==> config.mk <==
export PLATFORM = sky130hd
export DESIGN_NAME = cache_ctrl_2way
export DESIGN_NICKNAME = d
export VERILOG_FILES = /design/src/rtl/cache_ctrl_2way.sv
export SDC_FILE = /design/constraint.sdc
export NUM_CORES = 2
export LEC_CHECK = 0
export BUFFER_PORTS_ARGS = -buffer_cell sky130_fd_sc_hd__buf_2
export CORE_MARGIN = 2
export CORE_UTILIZATION = 35
export CTS_CLUSTER_SIZE = 30
export DETAILED_ROUTE_END_ITERATION = 10
export GPL_ROUTABILITY_DRIVEN = 0
export SETUP_SLACK_MARGIN = 0.5
export SYNTH_ARGS = -nofsm -noshare
export SYNTH_HDL_FRONTEND = slang
export SYNTH_SLANG_ARGS = --single-unit
==> constraint.sdc <==
create_clock -name clk -period 4.48 [get_ports clk]
set_clock_uncertainty 0.05 [all_clocks]
set_input_delay 0.224 -clock clk [delete_from_list [all_inputs] [get_ports clk]]
set_output_delay 0.224 -clock clk [all_outputs]
set_load 0.05 [all_outputs]
==> src/rtl/cache_ctrl_2way.sv <==
// rtl/cache_ctrl_2way.sv - two-way set-associative single-word-line cache controller
module cache_ctrl_2way #(
   parameter int ADDR_W     = 16,
   parameter int DATA_W     = 32,
   parameter int SETS       = 16,
   parameter int WRITE_BACK = 1
) (
   input  logic              clk,
   input  logic              rst,
   input  logic              req_cpu_i,
   input  logic              we_cpu_i,
   input  logic [ADDR_W-1:0] adr_cpu_i,
   input  logic [DATA_W-1:0] dat_cpu_i,
   output logic [DATA_W-1:0] dat_cpu_o,
   output logic              ack_cpu_o,
   output logic              err_cpu_o,
   output logic              cyc_m2s,
   output logic              we_m2s,
   output logic [ADDR_W-1:0] adr_m2s,
   output logic [DATA_W-1:0] dat_m2s,
   input  logic [DATA_W-1:0] dat_mem_i,
   input  logic              ack_mem_i,
   input  logic              err_mem_i
);

   localparam int IDX_W = $clog2(SETS);
   localparam int TAG_W = ADDR_W - IDX_W;
   localparam bit WB_EN = (WRITE_BACK != 0);

   typedef enum logic [2:0] {IDLE, WB, FILL, WT, RESP} state_t;

   state_t state;

   logic [TAG_W-1:0]  tag_mem  [2][SETS];
   logic [DATA_W-1:0] data_mem [2][SETS];
   logic [1:0][SETS-1:0] valid;
   logic [1:0][SETS-1:0] dirty;
   logic [SETS-1:0]   lru;
   logic              vic;

   logic [IDX_W-1:0]  idx;
   logic [TAG_W-1:0]  tag;
   logic              hit0, hit1, hit, hit_way;
   logic              victim, victim_dirty;

   assign idx          = adr_cpu_i[IDX_W-1:0];
   assign tag          = adr_cpu_i[ADDR_W-1:IDX_W];
   assign hit0         = valid[0][idx] && (tag_mem[0][idx] == tag);
   assign hit1         = valid[1][idx] && (tag_mem[1][idx] == tag);
   assign hit          = hit0 || hit1;
   assign hit_way      = hit1;
   assign victim       = !valid[0][idx] ? 1'b0 : (!valid[1][idx] ? 1'b1 : lru[idx]);
   assign victim_dirty = valid[victim][idx] && dirty[victim][idx];

   logic              mem_we, tag_we, mem_way;
   logic [DATA_W-1:0] mem_wdata;

   // Array writes: CPU write hits in IDLE, line install on a successful fill beat.
   always_comb begin
      mem_we    = 1'b0;
      tag_we    = 1'b0;
      mem_way   = hit_way;
      mem_wdata = dat_cpu_i;
      if (state == IDLE && req_cpu_i && we_cpu_i && hit) begin
         mem_we = 1'b1;
      end else if (state == FILL && ack_mem_i && !err_mem_i) begin
         mem_we    = 1'b1;
         tag_we    = 1'b1;
         mem_way   = vic;
         mem_wdata = we_cpu_i ? dat_cpu_i : dat_mem_i;
      end
   end

   always_ff @(posedge clk) begin
      if (mem_we) data_mem[mem_way][idx] <= mem_wdata;
      if (tag_we) tag_mem[mem_way][idx]  <= tag;
   end

   always_ff @(posedge clk or negedge rst) begin
      if (!rst) begin
         state     <= IDLE;
         vic       <= 1'b0;
         valid     <= '0;
         dirty     <= '0;
         lru       <= '0;
         dat_cpu_o <= '0;
         ack_cpu_o <= 1'b0;
         err_cpu_o <= 1'b0;
         cyc_m2s   <= 1'b0;
         we_m2s    <= 1'b0;
         adr_m2s   <= '0;
         dat_m2s   <= '0;
      end else begin
         ack_cpu_o <= 1'b0;
         err_cpu_o <= 1'b0;
         dat_cpu_o <= '0;
         if ((state == WB || state == FILL || state == WT) && err_mem_i) begin
            // Failing beat leaves the arrays untouched; a pending victim stays dirty.
            err_cpu_o <= 1'b1;
            cyc_m2s   <= 1'b0;
            we_m2s    <= 1'b0;
            adr_m2s   <= '0;
            dat_m2s   <= '0;
            state     <= IDLE;
         end else begin
            case (state)
               IDLE: begin
                  if (req_cpu_i) begin
                     if (hit) lru[idx] <= ~hit_way;
                     if (we_cpu_i && !WB_EN) begin
                        cyc_m2s <= 1'b1;
                        we_m2s  <= 1'b1;
                        adr_m2s <= adr_cpu_i;
                        dat_m2s <= dat_cpu_i;
                        state   <= WT;
                     end else if (hit) begin
                        if (we_cpu_i) dirty[hit_way][idx] <= 1'b1;
                        else          dat_cpu_o <= data_mem[hit_way][idx];
                        ack_cpu_o <= 1'b1;
                        state     <= RESP;
                     end else begin
                        vic     <= victim;
                        cyc_m2s <= 1'b1;
                        if (WB_EN && victim_dirty) begin
                           we_m2s  <= 1'b1;
                           adr_m2s <= {tag_mem[victim][idx], idx};
                           dat_m2s <= data_mem[victim][idx];
                           state   <= WB;
                        end else begin
                           we_m2s  <= 1'b0;
                           adr_m2s <= adr_cpu_i;
                           state   <= FILL;
                        end
                     end
                  end
               end
               WB: begin
                  if (ack_mem_i) begin
                     dirty[vic][idx] <= 1'b0;
                     we_m2s  <= 1'b0;
                     adr_m2s <= adr_cpu_i;
                     dat_m2s <= '0;
                     state   <= FILL;
                  end
               end
               FILL: begin
                  if (ack_mem_i) begin
                     valid[vic][idx] <= 1'b1;
                     dirty[vic][idx] <= we_cpu_i;
                     lru[idx]        <= ~vic;
                     dat_cpu_o       <= we_cpu_i ? '0 : dat_mem_i;
                     ack_cpu_o       <= 1'b1;
                     cyc_m2s         <= 1'b0;
                     adr_m2s         <= '0;
                     state           <= RESP;
                  end
               end
               WT: begin
                  if (ack_mem_i) begin
                     ack_cpu_o <= 1'b1;
                     cyc_m2s   <= 1'b0;
                     we_m2s    <= 1'b0;
                     adr_m2s   <= '0;
                     dat_m2s   <= '0;
                     state     <= RESP;
                  end
               end
               RESP:    state <= IDLE;
               default: state <= IDLE;
            endcase
         end
      end
   end

endmodule

==> results.yml <==
clocking:
  clockBufferDepth: 3
  clk_latency_ns: 0.82
  ctsHtreeMaxLevel: 4
  cts_tree: "done"
  cts-root-buf: "clkbuf_16"
  cts_sinks: 1576
  clk_pin_slew_worst_paths_ns: 0.06
  cts-buffers-inserted: 163
layout:
  final_area_um2: 89800
  layout_common_cells: "edfxtp_1, nand2_1, nand3_1, mux2i_1, buf_4"
  drive_above_1_share: 0.235
  final_common_cell: "edfxtp_1"
  fin_cells: 9061
  area_growth_pct: 21.2
  finalNetCount: 6201
worst_setup_path:
  crit_path_start: "tag_mem[1][191]$_DFFE_PP_"
  worstPathMaxFanout: 14
  worst_ep_required_time_ns: 5.12
  worstReg2RegStart: "tag_mem[1][191]$_DFFE_PP_"
  path_class: "reg -> reg"
  critPathArrivalTime_ns: 4.70
  startpoint_type: "flip-flop"
  endpoint_kind: "flip-flop"
synthesis:
  synth_xor_xnor_area_share: 0.00366
  yosys.area_share.simple: 0.133
  syn_avg_cell_area_um2: 13.2
  synth_compound_area_frac: 0.0472
  synth.distinct_cells: 60
  seq_area_frac_synth: 0.627
  async_reset_ff_frac: 0.107
  synth_top_family_by_area: "multiplexers"
  syn-cell-area_um2: 74100
  synth_flop_cell: "edfxtp_1"
  synthMuxAreaShare: 0.161
  syn_inst: 5600
  synthAdderAreaFrac: 0
  ys_ff_latch: 1576
  synthesis.nets: 5686
  synth_edf_count: 1408
  ys_warn_count: 0
status:
  status: "completed"
power_and_ir_drop:
  comb_power_share: 0.176
  total_power_w: 0.0375
  clockPowerShare: 0.372
  p_int_w: 0.0269
  peakVddDrop_mv: 0.467
  cellPowerDensity_nw_per_um2: 418
  pwr-share-seq: 0.452
  p_switching_w: 0.0107
  p_sw_frac: 0.284
  leakagePower_nw: 31.5
drt:
  wl_per_cell_um: 29.1
  drc_errors: 0
  ant_nets: 0
  viasPerCell: 5.91
  drt-initial-drc-count: 7034
  vias: 53588
  drt-total-wl_mm: 264
  drt_first_pass_iters: 6
hold_path:
  min_path_type: "in -> reg"
  hp-start: "dat_cpu_i[30]"
sta:
  tightest_slew_ns: 1.15
  hold_viol: 0
  drv_slew: 0
  finalSetupViolCount: 0
  rsz0062_at_grt: "true"
  whs_ns: 0.0586
  period_needed_ns: 4.05
  relSlewSlack: 0.229
  post-route-period-util: 0.905
  fmax_ghz: 0.247
  setup_tns_ns: 0
global_routing:
  grt_pass1_wl_mm: 373
  gr-usage-all-layers: 0.237
  grt_remaining_overflow: 0
  antenna_found_initial: 11
  grt_pass1_vias: 52506
  grt_max_degree: 80
place:
  io_buffers: 169
  dp_hpwl_mm: 164
  place_inst: 8621
  place_area_um2: 82200
flow_run:
  maxCapViolations: 0
floorplan:
  fp-row-count: 168
  die_w_um: 464
  start_util: 0.353
  dieArea_um2: 215000
  die_h_um: 464
  num_io_pins: 170
  coreArea_um2: 210000
-- metal layers --
layer | GRT usage | vias to the layer above | wire [um]
li1 | - | 22329 | -
met1 | 0.316 | 27223 | 101000
met2 | 0.374 | 3387 | 122000
met3 | 0.0430 | 637 | 26800
met4 | 0.113 | 12 | 13800
met5 | 0 | - | 72
-- cells in the mapped netlist (3+ instances only) --
cell type / number / share of area
o22ai_1: 20 / 0.0017
xor2_1: 10 / 0.0012
a41oi_1: 3 / 0.00035
mux2i_1: 384 / 0.052
and3_1: 5 / 0.00042
o31a_1: 3 / 0.00035
nor2_1: 189 / 0.0096
clkbuf_1: 192 / 0.0097
o2111ai_1: 15 / 0.0018
nand3_1: 560 / 0.038
and2_1: 6 / 0.00051
a2bb2oi_1: 17 / 0.0020
mux4_2: 332 / 0.10
a32oi_1: 19 / 0.0022
o211ai_1: 17 / 0.0017
a221oi_1: 18 / 0.0021
o21bai_1: 17 / 0.0017
mux2_2: 26 / 0.0040
a21oi_1: 87 / 0.0059
buf_6: 12 / 0.0018
nor2b_1: 8 / 0.00068
a22o_1: 18 / 0.0021
buf_1: 34 / 0.0017
or2_2: 34 / 0.0029
a22oi_1: 154 / 0.016
nor3_1: 22 / 0.0015
or3_1: 6 / 0.00051
a221o_1: 11 / 0.0015
o21a_1: 3 / 0.00030
nand2b_1: 6 / 0.00051
buf_2: 160 / 0.011
nand4_1: 133 / 0.011
buf_4: 23 / 0.0023
a21o_1: 3 / 0.00030
xnor2_1: 21 / 0.0025
inv_1: 9 / 0.00046
edfxtp_1: 1408 / 0.57
nand2_1: 1318 / 0.067
nor4_1: 5 / 0.00042
dfrtp_1: 168 / 0.057
mux2_1: 30 / 0.0046
o21ai_0: 51 / 0.0034
a211oi_1: 22 / 0.0022
-- worst paths after layout --
path                                              end  slack [ns]  depth (start not counted)
setup / recovery              dat_cpu_o[28]$_DFF_PN0_        0.43                         14
hold / removal             data_mem[1][382]$_DFFE_PP_        0.06                          4
setup reg to reg              dat_cpu_o[28]$_DFF_PN0_        0.43                         14
hold reg to reg                 valid[13]$_DFFE_PN0P_        0.41                          1
max in group asynchronous         ack_cpu_o$_DFF_PN0_        3.15                          4
min in group asynchronous          lru[0]$_DFFE_PN0P_        0.36                          3
-- stage by stage --
step                      utilization  setup slack, ns
after floorplan                     -            0.312
after global placement          0.391           -0.513
after detailed placement        0.391           -0.544
after CTS                       0.422            0.460
after global routing            0.428            0.332
final                           0.428            0.427
-- critical path, stage by stage (launching register included) --
cell and delay, ns:
edfxtp_1 0.41, mux4_2 0.50, mux2i_1 0.15, buf_4 0.14, mux2i_1 0.07, xnor2_1 0.23
nand2_1 0.09, or3_4 0.41, nor3_4 0.31, buf_12 0.25, buf_12 0.14, buf_16 0.17
mux4_2 0.54, a22oi_1 0.30, a22oi_2 0.12
-- cells by family after synthesis --
| family | Yosys count |
|---|---|
| AOI/OAI and AO/OA | 493 |
| buffers and inverters | 432 |
| muxes | 772 |
| and+or+nand+nor | 2296 |
| DFF | 1576 |
| xor gates and xnor gates | 31 |
-- sequential cells by signal, indices dropped and copies added, names as in the netlist --
| register | cells |
|---|---|
| cyc_m2s | 1 |
| dat_cpu_o | 32 |
| data_mem | 1024 |
| ack_cpu_o | 1 |
| dat_m2s | 32 |
| vic | 1 |
| dirty | 32 |
| valid | 32 |
| we_m2s | 1 |
| adr_m2s | 16 |
| lru | 16 |
| state | 3 |
| err_cpu_o | 1 |
| tag_mem | 384 |
-- cell type report --
class                      instances  area (um2)
fill                           18845      120000
sequential                      1576       46500
multi-input combinational       3593       26400
timing repair buffer             770        7910
clock buffer                     222        4520
tap                             2805        3510
clock inverter                    83         937
inverter                          11        41.3
antenna                            1        2.50
-- power by group through the flow --
stage | clock network (W) | registers (W) | logic, W
finish | 0.0140 | 0.0170 | 0.00659
global route | 0.0147 | 0.0170 | 0.00700
CTS | 0.0141 | 0.0170 | 0.00650
detailed placement | 0 | 0.0173 | 0.00642
global placement | 0 | 0.0173 | 0.00635
floorplan | 0 | 0.0177 | 0.00350
-- what timing repair did --
action                                 in CTS  in global routing
resized for setup                          24                101
setup endpoints to repair                 992                990
endpoints found under the hold margin     635                  0
buffers inserted                           17                 42
gates cloned                                3                 10
hold buffers                               62                  0
pin swaps                                  10                 32
Note: power is estimated with default switching activity, not from simulation.
